**src/rtl/gtrg_rdseq.sv**
```systemverilog
// Read-side sequencer for the global-trigger DAV/BX FIFO: latches one event, pops it
// exactly once, then services each flagged readout device in index order with a timeout.
module gtrg_rdseq #(
  parameter int TMR   = 0,
  parameter int TMO_W = 8,
  parameter int TMO   = 200
) (
  input  logic        CLK,
  input  logic        RST,
  input  logic        EMPTY_B,
  input  logic [16:0] DAVSOUT,
  input  logic [11:0] BXCOUNTOUT,
  input  logic [3:0]  CFEBBX,
  input  logic        STOP,
  input  logic [6:0]  DEVDONE,
  output logic        POP,
  output logic [6:0]  DEVREQ,
  output logic [16:0] EVT_DAV,
  output logic [11:0] EVT_BX,
  output logic [3:0]  EVT_CFEBBX,
  output logic [4:0]  EVT_MISMATCH,
  output logic [6:0]  TOERR,
  output logic        EVT_DONE,
  output logic        BUSY,
  output logic [15:0] EVTCNT,
  output logic [2:0]  DBG_STATE
);

  typedef enum logic [2:0] {
    S_IDLE  = 3'd0,
    S_WAIT  = 3'd1,
    S_LATCH = 3'd2,
    S_SCAN  = 3'd3,
    S_REQ   = 3'd4,
    S_DONE  = 3'd5
  } state_t;

  localparam logic [TMO_W-1:0] CNT_LAST = TMO_W'(TMO - 1);
  localparam logic [TMO_W-1:0] CNT_ONE  = TMO_W'(1);

  // Device handshake: DEVREQ[k] is a level request held until the edge that samples
  // DEVDONE[k]=1 (or the timeout fires) and drops on that edge; other DEVDONE bits are ignored.

  state_t        state_q, state_d;
  logic [6:0]    pending_q, pending_d;
  logic [TMO_W-1:0] cnt_q, cnt_d;
  logic [2:0]    cur_q, cur_d;
  logic          pop_q, pop_d;
  logic [6:0]    devreq_q, devreq_d;
  logic [16:0]   evt_dav_q, evt_dav_d;
  logic [11:0]   evt_bx_q, evt_bx_d;
  logic [3:0]    evt_cfebbx_q, evt_cfebbx_d;
  logic [4:0]    evt_mismatch_q, evt_mismatch_d;
  logic [6:0]    toerr_q, toerr_d;
  logic          evt_done_q, evt_done_d;
  logic          busy_q, busy_d;
  logic [15:0]   evtcnt_q, evtcnt_d;
  logic [2:0]    sel_idx;

  always_comb begin
    sel_idx = 3'd0;
    for (int i = 6; i >= 0; i--) begin
      if (pending_q[i]) sel_idx = 3'(i);
    end
  end

  always_comb begin
    state_d        = state_q;
    pending_d      = pending_q;
    cnt_d          = cnt_q;
    cur_d          = cur_q;
    pop_d          = 1'b0;
    devreq_d       = devreq_q;
    evt_dav_d      = evt_dav_q;
    evt_bx_d       = evt_bx_q;
    evt_cfebbx_d   = evt_cfebbx_q;
    evt_mismatch_d = evt_mismatch_q;
    toerr_d        = toerr_q;
    evt_done_d     = 1'b0;
    evtcnt_d       = evtcnt_q;
    case (state_q)
      S_IDLE: begin
        if (EMPTY_B && !STOP) state_d = S_WAIT;
      end
      S_WAIT: begin
        if (!EMPTY_B) begin
          state_d = S_IDLE;
        end else begin
          state_d        = S_LATCH;
          pop_d          = 1'b1;
          evt_dav_d      = DAVSOUT;
          evt_bx_d       = BXCOUNTOUT;
          evt_cfebbx_d   = CFEBBX;
          evt_mismatch_d = (DAVSOUT[5:1] | DAVSOUT[10:6]) ^ DAVSOUT[15:11];
          pending_d      = {DAVSOUT[16], DAVSOUT[5:1], DAVSOUT[0]};
          toerr_d        = '0;
        end
      end
      S_LATCH: begin
        state_d = S_SCAN;
      end
      S_SCAN: begin
        if (pending_q == 7'd0) begin
          state_d    = S_DONE;
          evt_done_d = 1'b1;
          evtcnt_d   = evtcnt_q + 16'd1;
        end else begin
          state_d            = S_REQ;
          pending_d[sel_idx] = 1'b0;
          cnt_d              = '0;
          cur_d              = sel_idx;
          devreq_d           = 7'd1 << sel_idx;
        end
      end
      S_REQ: begin
        cnt_d = cnt_q + CNT_ONE;
        // A done arriving on the timeout cycle wins, so no error is flagged then.
        if (DEVDONE[cur_q]) begin
          state_d  = S_SCAN;
          devreq_d = '0;
        end else if (cnt_q == CNT_LAST) begin
          state_d        = S_SCAN;
          devreq_d       = '0;
          toerr_d[cur_q] = 1'b1;
        end
      end
      S_DONE: begin
        state_d = S_IDLE;
      end
      default: begin
        state_d  = S_IDLE;
        devreq_d = '0;
      end
    endcase
    busy_d = (state_d != S_IDLE);
  end

  generate
    if (TMR != 0) begin : g_tmr
      state_t state_a_q, state_b_q, state_c_q;
      always_ff @(posedge CLK or posedge RST) begin
        if (RST) begin
          state_a_q <= S_IDLE;
          state_b_q <= S_IDLE;
          state_c_q <= S_IDLE;
        end else begin
          state_a_q <= state_d;
          state_b_q <= state_d;
          state_c_q <= state_d;
        end
      end
      assign state_q = state_t'((state_a_q & state_b_q) | (state_a_q & state_c_q) |
                                (state_b_q & state_c_q));
    end else begin : g_single
      state_t state_s_q;
      always_ff @(posedge CLK or posedge RST) begin
        if (RST) state_s_q <= S_IDLE;
        else     state_s_q <= state_d;
      end
      assign state_q = state_s_q;
    end
  endgenerate

  always_ff @(posedge CLK or posedge RST) begin
    if (RST) begin
      pending_q      <= '0;
      cnt_q          <= '0;
      cur_q          <= '0;
      pop_q          <= 1'b0;
      devreq_q       <= '0;
      evt_dav_q      <= '0;
      evt_bx_q       <= '0;
      evt_cfebbx_q   <= '0;
      evt_mismatch_q <= '0;
      toerr_q        <= '0;
      evt_done_q     <= 1'b0;
      busy_q         <= 1'b0;
      evtcnt_q       <= '0;
    end else begin
      pending_q      <= pending_d;
      cnt_q          <= cnt_d;
      cur_q          <= cur_d;
      pop_q          <= pop_d;
      devreq_q       <= devreq_d;
      evt_dav_q      <= evt_dav_d;
      evt_bx_q       <= evt_bx_d;
      evt_cfebbx_q   <= evt_cfebbx_d;
      evt_mismatch_q <= evt_mismatch_d;
      toerr_q        <= toerr_d;
      evt_done_q     <= evt_done_d;
      busy_q         <= busy_d;
      evtcnt_q       <= evtcnt_d;
    end
  end

  // Gate with EMPTY_B so a pop can never reach an empty FIFO.
  assign POP          = pop_q & EMPTY_B;
  assign DEVREQ       = devreq_q;
  assign EVT_DAV      = evt_dav_q;
  assign EVT_BX       = evt_bx_q;
  assign EVT_CFEBBX   = evt_cfebbx_q;
  assign EVT_MISMATCH = evt_mismatch_q;
  assign TOERR        = toerr_q;
  assign EVT_DONE     = evt_done_q;
  assign BUSY         = busy_q;
  assign EVTCNT       = evtcnt_q;
  assign DBG_STATE    = state_q;

endmodule
```
**config.mk**
```make
export PLATFORM = sky130hd
export DESIGN_NAME = gtrg_rdseq
export DESIGN_NICKNAME = d
export VERILOG_FILES = /design/src/rtl/gtrg_rdseq.sv
export SDC_FILE = /design/constraint.sdc
export NUM_CORES = 1
export LEC_CHECK = 0
export ABC_AREA = 1
export ABC_CLOCK_PERIOD_IN_PS = 3700
export CAP_MARGIN = 20
export CORE_ASPECT_RATIO = 1.1
export CORE_MARGIN = 2
export CORE_UTILIZATION = 63
export DETAILED_ROUTE_END_ITERATION = 10
export DONT_BUFFER_PORTS = 1
export PLACE_DENSITY = 0.79
export SYNTH_ARGS = -nofsm -noshare
export SYNTH_HDL_FRONTEND = slang
export SYNTH_SLANG_ARGS = --single-unit
```
**constraint.sdc**
```tcl
create_clock -name CLK -period 3.7 [get_ports CLK]
set_clock_uncertainty 0.05 [all_clocks]
set_input_delay 0.37 -clock CLK [delete_from_list [all_inputs] [get_ports CLK]]
set_output_delay 0.37 -clock CLK [all_outputs]
set_load 0.1 [all_outputs]
```
==> impl_results.md, run 1 <==
* Status: complete, no violations
* Slew margin rel. at 0.367
* Drt wl/cell at 14.3 µm
* Sink Count at 92
* Startpoint Class: flip-flop
* First-pass GRT wire length at 15.2 mm
* Synth area leaders: dfrtp_1, nand2_1, nor2_1
* WL final at 9.14 mm
* Clk_lat worst skew at 0.36 ns
* CTS H-tree depth at 3
* Post-synthesis cell type count at 32
* DP HPWL at 6.66 mm
* Sequential share of the synthesized area at 0.536
* Die Height at 90.6 µm
* Ys Warns at 0
* CTS root buf: clkbuf_8
* GRT Util Overall at 0.263
* Mapped Cells at 531
* Antenna violations before repair at 0
* Worst hold path type: input port to flip-flop
* Top cell type's share of synthesized area at 0.536
* Final hold vios at 0
* Critical Path End Type: flip-flop
* Vias in the first global route at 3376
* Setup_tns at 0 ns
* Final Max Tran Viols at 0
* Post-synth top cells: nand2_1, dfrtp_1, nor2_1
* Longest Clk Path Bufs at 2
* Number of port buffers at 0
* Fmax at 449 MHz
* CTS tree: done
* First drt pass iteration count at 4
* Maxcap violations at 0
* Unrepaired setup endpoints after global routing: no
* WP data arrival at 2.48 ns
* Flops & latches, synth at 92
* DRT iter0 DRCs at 233
* Largest net degree at the start of global routing at 47
* Synth area leader: dfrtp_1
* Overflow after GRT at 0
* Core area at 6590 µm²
* Vias per Instance at 5.31
* Die Area at 7490 µm²
* Initial Util at 0.651
* Share of layout cells above drive strength 1 at 0.101
* Critical path type: flip-flop to flip-flop
* Async SR Flop Fraction at 1.00
* Worst Max-Slew Pin Slew at 0.949 ns
* Layout area overhead at 8.74%
* Synth Area per Inst at 8.08 µm²
* Period Utilization, post-route at 0.602
* Final Setup Violations at 0
* Number of synthesized flops with an enable pin at 0
* # IOs at 118
* WP data required at 3.95 ns
* FP Rows at 31
* Hold_buf cts at 1
* Remaining DRCs at 0
* Worst-path clk slew at 0.10 ns
* Top-count cell post-synth: nand2_1
* Post-DRT Antenna Nets at 0
* Period minus WS final at 2.23 ns
* Most common flop cell mapped by yosys: dfrtp_1
* Nets@finish at 598
* Via Count at 3394
* DIE WIDTH at 82.7 µm
* GP Congestion at 0.900
* Critical-path maximum fanout at 12
* Setup bufs post-CTS at 0
* CTS buffer count at 9
* Ant diodes at 0
* Fill cells at 529
* Synthesized area at 4290 µm²
* Syn nets at 577
* Cts repair resizes at 0
==> worst paths after layout <==
kind | from | to | slack, ns | depth (start not counted)
max | DBG_STATE[2] | DEVREQ[1] | 1.47 | 10
min | DAVSOUT[13] | EVT_DAV[13] | 0.06 | 2
max reg2reg | DBG_STATE[2] | DEVREQ[1] | 1.47 | 10
min reg2reg | cnt_q[7] | cnt_q[7] | 0.40 | 1
max in group asynchronous | RST | pending_q[4] | 2.31 | 3
min in group asynchronous | RST | EVTCNT[3] | 0.39 | 2
==> layout by cell type, fill, tap and decap left out, types with 3 or more instances in the layout <==
master and instances:
clkbuf_8 10, nand2_1 202, nand3_2 3, nand4_1 5
xnor2_1 3, a21oi_1 15, xor2_1 13, nor2_1 57
o21ai_0 18, nand3_1 32, buf_4 22, nor3_1 7
clkinvlp_4 3, inv_1 46, dfrtp_1 92, inv_2 3
nand2_2 3
==> area by class of cell <==
type	count	area [µm²]	area share
clock buffers	10	138	0.0295
inverters	50	189	0.0405
flip-flops and latches	92	2300	0.493
repair buffers	23	175	0.0375
multi-input cells	376	1720	0.368
clock inverters	6	45.0	0.00965
well taps	82	103	0.0220
==> stage by stage <==
stage	instance area (µm²)	worst slack, ns	util	hold slack [ns]	cells
6_report	4670	1.47	0.708	0.0638	639
3_3_place_gp	4480	1.61	0.679	0.199	622
4_1_cts	4670	1.48	0.708	0.0510	639
3_5_place_dp	4480	1.50	0.679	0.206	622
2_1_floorplan	4290	0.888	-	0.367	531
5_1_grt	4670	1.26	0.708	0.0597	639
==> flip-flops by register name, indices dropped and copies added (netlist names) <==
register and cells:
EVTCNT 16, EVT_BX 12, cnt_q 8, EVT_CFEBBX 4
TOERR 7, EVT_DAV 17, pending_q 7, BUSY 1
pop_q 1, DEVREQ 7, EVT_MISMATCH 5, cur_q 3
DBG_STATE 3, EVT_DONE 1
==> layer usage <==
layer	vias up	GRT usage	wire length, µm
li1	1694	-	-
met3	13	0.0810	773
met5	-	0	0
met2	140	0.415	4390
met4	0	0.0956	118
met1	1547	0.340	3860
==> worst max-delay path, stage by stage (launching register included) <==
cell and delay [ns]:
dfrtp_1 0.37, buf_4 0.23, inv_1 0.19, nand3_2 0.14, inv_2 0.13, nand3_2 0.27, inv_1 0.37, nor2_1 0.11
nand2_2 0.14, nand2_1 0.07, nand2_1 0.10
==> cell families (layout without fill, tap and decap cells) <==
logic type,count (synthesis),count (layout),synth area share
and+or+nand+nor,316,316,0.304
DFF,92,92,0.536
xor gates and xnor gates,17,17,0.0364
adders and majority gates,2,2,0.00583
AOI/OAI and AO/OA,41,41,0.0522
buffers and inverters,63,89,0.0650
Power of run 1 is not shown: default switching activity piles up to over one toggle a cycle in this logic, so the estimate is an artifact.
==> inputs of run 2 (changes only) <==
- ABC_CLOCK_PERIOD_IN_PS: 3700 -> 2100
- clock period: 3.7 -> 2.1 ns (I/O delays scaled with it)
==> impl_results.md, run 2 (synthesis gave the netlist of run 1 again) <==
* Flop pwr share at 0.277
* Status: complete, no violations
* CTS root buf: clkbuf_8
* CTS H-tree depth at 3
* Drt wl/cell at 15.7 µm
* Initial Util at 0.651
* Antenna violations before repair at 0
* Maxcap violations at 0
* Logic pwr share at 0.600
* Maximum vdd ir drop at 1.46 mV
* Flop-to-flop setup slack at 0.21 ns
* Commonest non-fill, non-tap cell in the layout: nand2_1
* Share of layout cells above drive strength 1 at 0.179
* Overflow after GRT at 0
* GP Congestion at 0.867
* FP Rows at 31
* Critical path type: flip-flop to flip-flop
* # IOs at 118
* FF/Latch Area at 2310 µm²
* Ant diodes at 0
* Largest net degree at the start of global routing at 42
* First drt pass iteration count at 5
* Pint at 3.94 mW
* Lkg Pwr at 2.91 nW
* Placed cells at 680
* Worst-path clk slew at 0.09 ns
* Startpoint Class: flip-flop
* Layout area overhead at 26.9%
* Number of port buffers at 0
* Worst Max-Slew Pin Slew at 0.626 ns
* Most frequent cells in the layout: nand2_1, dfrtp_1, buf_4
* Slew margin rel. at 0.582
* DRT iter0 DRCs at 226
* CTS tree: done
* First-pass GRT wire length at 18.7 mm
* Cell area power density at 1740 nW/µm²
* Unrepaired setup endpoints after global routing: no
* Setup_tns at 0 ns
* Clk_lat worst skew at 0.36 ns
* Longest Clk Path Bufs at 2
* Worst hold path type: input port to flip-flop
* Critical Path End Type: flip-flop
* Critical-path maximum fanout at 12
* Core area at 6590 µm²
* WP data required at 2.35 ns
* WP data arrival at 2.14 ns
* Sw frac at 0.584
* Period minus WS final at 1.89 ns
* Final Max Tran Viols at 0
* Final Non-Filler Cells at 729
* Vias in the first global route at 4160
* Final hold vios at 0
* GRT Util Overall at 0.323
* WL final at 11.4 mm
* Die Height at 90.6 µm
* Sink Count at 92
* Nets@finish at 688
* CTS buffer count at 9
* Cts repair resizes at 0
* Multi-input gate area at 1720 µm²
* Period Utilization, post-route at 0.901
* Via Count at 4034
* Die Area at 7490 µm²
* Fill cells at 418
* Post-DRT Antenna Nets at 0
* Sw power at 5.54 mW
* Final Setup Violations at 0
* Max FFs per register at 17
* Fmax at 528 MHz
* DIE WIDTH at 82.7 µm
* DP HPWL at 7.33 mm
* Clock share of power at 0.123
* Vias per Instance at 5.53
* Remaining DRCs at 0
[run 2: cell count changes in the layout (fill, tap and decap cells not counted), sizes merged]
cell | previous run | this run
clkinv | 2 | 1
inv | 51 | 49
clkbuf | 10 | 13
dlygate4sd3 | 1 | 33
buf | 22 | 80
[run 2: per-layer routing]
metal	share of wire	vias up	track usage	wire length [µm]
li1	-	1872	-	-
met1	0.38	1937	0.391	4390
met2	0.51	201	0.542	5800
met3	0.087	24	0.102	992
met4	0.023	0	0.104	259
met5	0	-	0	0
[run 2: metrics by stage]
step / hold WS [ns] / area (µm²) / utilization / setup WS (ns) / total power, mW
3_3_place_gp: 0.140 / 4930 / 0.748 / 0.325 / 8.06
4_1_cts: 0.00449 / 5450 / 0.826 / 0.234 / 9.35
2_1_floorplan: 0.270 / 4300 / - / 0.00375 / 7.07
5_1_grt: 0.0333 / 5450 / 0.826 / 0.0459 / 9.86
6_report: 0.0129 / 5450 / 0.826 / 0.208 / 9.48
3_5_place_dp: 0.140 / 4930 / 0.748 / 0.256 / 8.18
[run 2: final timing paths]
check | from | endpoint | cells past startpoint
setup reg to reg | DBG_STATE[2] | DEVREQ[3] | 9
hold reg to reg | cnt_q[7] | cnt_q[7] | 1
max in group asynchronous | RST | EVT_DAV[9] | 3
min in group asynchronous | RST | EVT_BX[8] | 2
setup / recovery | DBG_STATE[2] | DEVREQ[3] | 9
hold / removal | DAVSOUT[11] | EVT_MISMATCH[0] | 2
[run 2: what timing repair did]
action | CTS | global route
buffers inserted | 0 | 0
endpoints found under the hold margin | 61 | 0
hold buffers | 33 | 0
[run 2: layout make-up]
class                           count  share of cell area
Sequential cell                    92               0.423
Inverter                           50              0.0351
Clock buffer                       13              0.0310
Clock inverter                      3             0.00367
Multi-Input combinational cell    376               0.315
Tap cell                           82              0.0188
Timing Repair Buffer              113               0.173
[run 2: worst max-delay path: stages, from the launching register on]
cell	delay, ns
dfrtp_2	0.41
inv_1	0.15
nand3_2	0.13
inv_2	0.13
nand3_2	0.22
inv_1	0.36
nor2_1	0.11
nand2_2	0.15
nand2_1	0.08
nand2_1	0.06
[run 2: power by group through the flow]
stage	Clock, mW	Sequential (mW)	Combinational [mW]
detailed placement	0	2.64	5.54
finish	1.16	2.63	5.69
global route	1.22	2.68	5.96
floorplan	0	5.80	1.27
global placement	0	2.61	5.45
CTS	1.14	2.61	5.60
No activity file was read; power rests on OpenSTA's default activity.
==> inputs of run 3 (changes only) <==
- GPL_TIMING_DRIVEN: default -> 0
==> impl_results.md, run 3 (synthesis gave the netlist of run 1 again) <==
* Status: complete, no violations
* Worst hold path type: input port to flip-flop
* WL final at 10.4 mm
* FF-to-FF End: TOERR[5]
* Ant diodes at 0
* Overflow after GRT at 0
* DP HPWL at 6.94 mm
* DRT iter0 DRCs at 195
* Placed cells at 615
* Vias in the first global route at 3688
* Setup_tns at 0 ns
* Flop-to-flop setup slack at 0.07 ns
* FP Rows at 31
* Number of port buffers at 0
* Drt wl/cell at 15.6 µm
* Core area at 6590 µm²
* Final Non-Filler Cells at 666
* Unrepaired setup endpoints after global routing: no
* Period Utilization, post-route at 0.965
* Maxcap violations at 0
* Final Max Tran Viols at 0
* Vias per Instance at 5.51
* GRT Util Overall at 0.298
* Critical path capture point: TOERR[5]
* Antenna violations before repair at 0
* Longest Clk Path Bufs at 2
* CTS root buf: clkbuf_8
* Die Height at 90.6 µm
* Critical path type: flip-flop to flip-flop
* Startpoint Class: flip-flop
* Via Count at 3671
* Max FFs per register at 17
* Nets@finish at 625
* Period minus WS final at 2.03 ns
* First drt pass iteration count at 5
* Worst-path clk slew at 0.10 ns
* Clk_lat worst skew at 0.37 ns
* Sink Count at 92
* Critical Path End Type: flip-flop
* Critical-path maximum fanout at 10
* WP data required at 2.31 ns
* Remaining DRCs at 0
* Die Area at 7490 µm²
* Post-DRT Antenna Nets at 0
* Initial Util at 0.651
* GP Congestion at 0.869
* Largest net degree at the start of global routing at 43
* Final Setup Violations at 0
* First-pass GRT wire length at 17.1 mm
* Commonest non-fill, non-tap cell in the layout: nand2_1
* WP data arrival at 2.23 ns
* Worst Max-Slew Pin Slew at 0.956 ns
* CTS H-tree depth at 3
* Layout area overhead at 17.0%
* CTS buffer count at 9
* CP Launch Point: DBG_STATE[0]
* Final core utilization at 0.761
* CTS tree: done
* Final hold vios at 0
* Fmax at 494 MHz
* Share of layout cells above drive strength 1 at 0.116
* Most frequent cells in the layout: nand2_1, dfrtp_1, nor2_1
* Slew margin rel. at 0.363
* Cells on worst reg2reg path at 8
* # IOs at 118
* Reg-to-reg startpoint: DBG_STATE[0]
* DIE WIDTH at 82.7 µm
==> run 3: cell count changes in the layout (fill, tap and decap cells not counted), moves of 2 or more <==
cell	change
dfrtp_2	+12
buf_6	+3
buf_2	+7
buf_4	-74
dfrtp_1	-15
clkbuf_8	-3
inv_6	+2
dfrtp_4	+3
==> run 3: worst min path at each step <==
stage                        startpoint               to  slack [ns]  cells after the start
after CTS                   DAVSOUT[15]  EVT_MISMATCH[4]       0.004                      2
after global routing        DAVSOUT[15]  EVT_MISMATCH[4]        0.03                      2
after detailed placement            RST       EVT_DAV[3]       0.002                      1
after global placement        CFEBBX[1]    EVT_CFEBBX[1]        0.27                      2
final                       DAVSOUT[15]  EVT_MISMATCH[4]        0.01                      2
after floorplan           BXCOUNTOUT[0]        EVT_BX[0]        0.27                      2
==> run 3: worst max-delay path, cell delays in order (launching register included) <==
cell and delay (ns):
dfrtp_2 0.77, inv_1 0.12, nor2_1 0.15, nand3_1 0.12, buf_2 0.23, nand2_2 0.21
nand2_4 0.11, nand2_1 0.09, nand2_1 0.07
==> run 3: timing repair <==
| item | CTS | global route |
|---|---|---|
| hold endpoints to repair | 88 | 0 |
| hold buffers | 33 | 0 |
| pin swaps | 0 | 1 |
| gates resized for setup | 8 | 10 |
| buffers inserted | 0 | 2 |
| setup endpoints to repair | 73 | 27 |
==> run 3: layout make-up <==
type	count	area [µm²]
Sequential cell	92	2330
Multi-Input combinational cell	376	1710
Fill cell	450	1570
Timing Repair Buffer	37	385
Inverter	50	191
Clock buffer	9	124
Tap cell	82	103
Buffer	13	91.3
Clock inverter	7	82.6
==> run 3: per-stage QoR <==
step           hold slack (ns)  area, µm²  setup WS, ns
3_5_place_dp           0.00155       4440        -0.303
2_1_floorplan            0.270       4300       0.00375
4_1_cts                0.00406       4990       0.00227
6_report                0.0119       5020        0.0738
3_3_place_gp             0.272       4400        -0.178
5_1_grt                 0.0268       5020        0.0121
==> run 3: per-layer routing <==
metal | vias to the layer above | global-route usage | routed length (µm)
met2 | 152 | 0.497 | 5240
li1 | 1753 | - | -
met5 | - | 0 | 0
met3 | 27 | 0.0780 | 793
met4 | 0 | 0.119 | 288
met1 | 1739 | 0.361 | 4040
Power of run 3 is left out for the same reason.
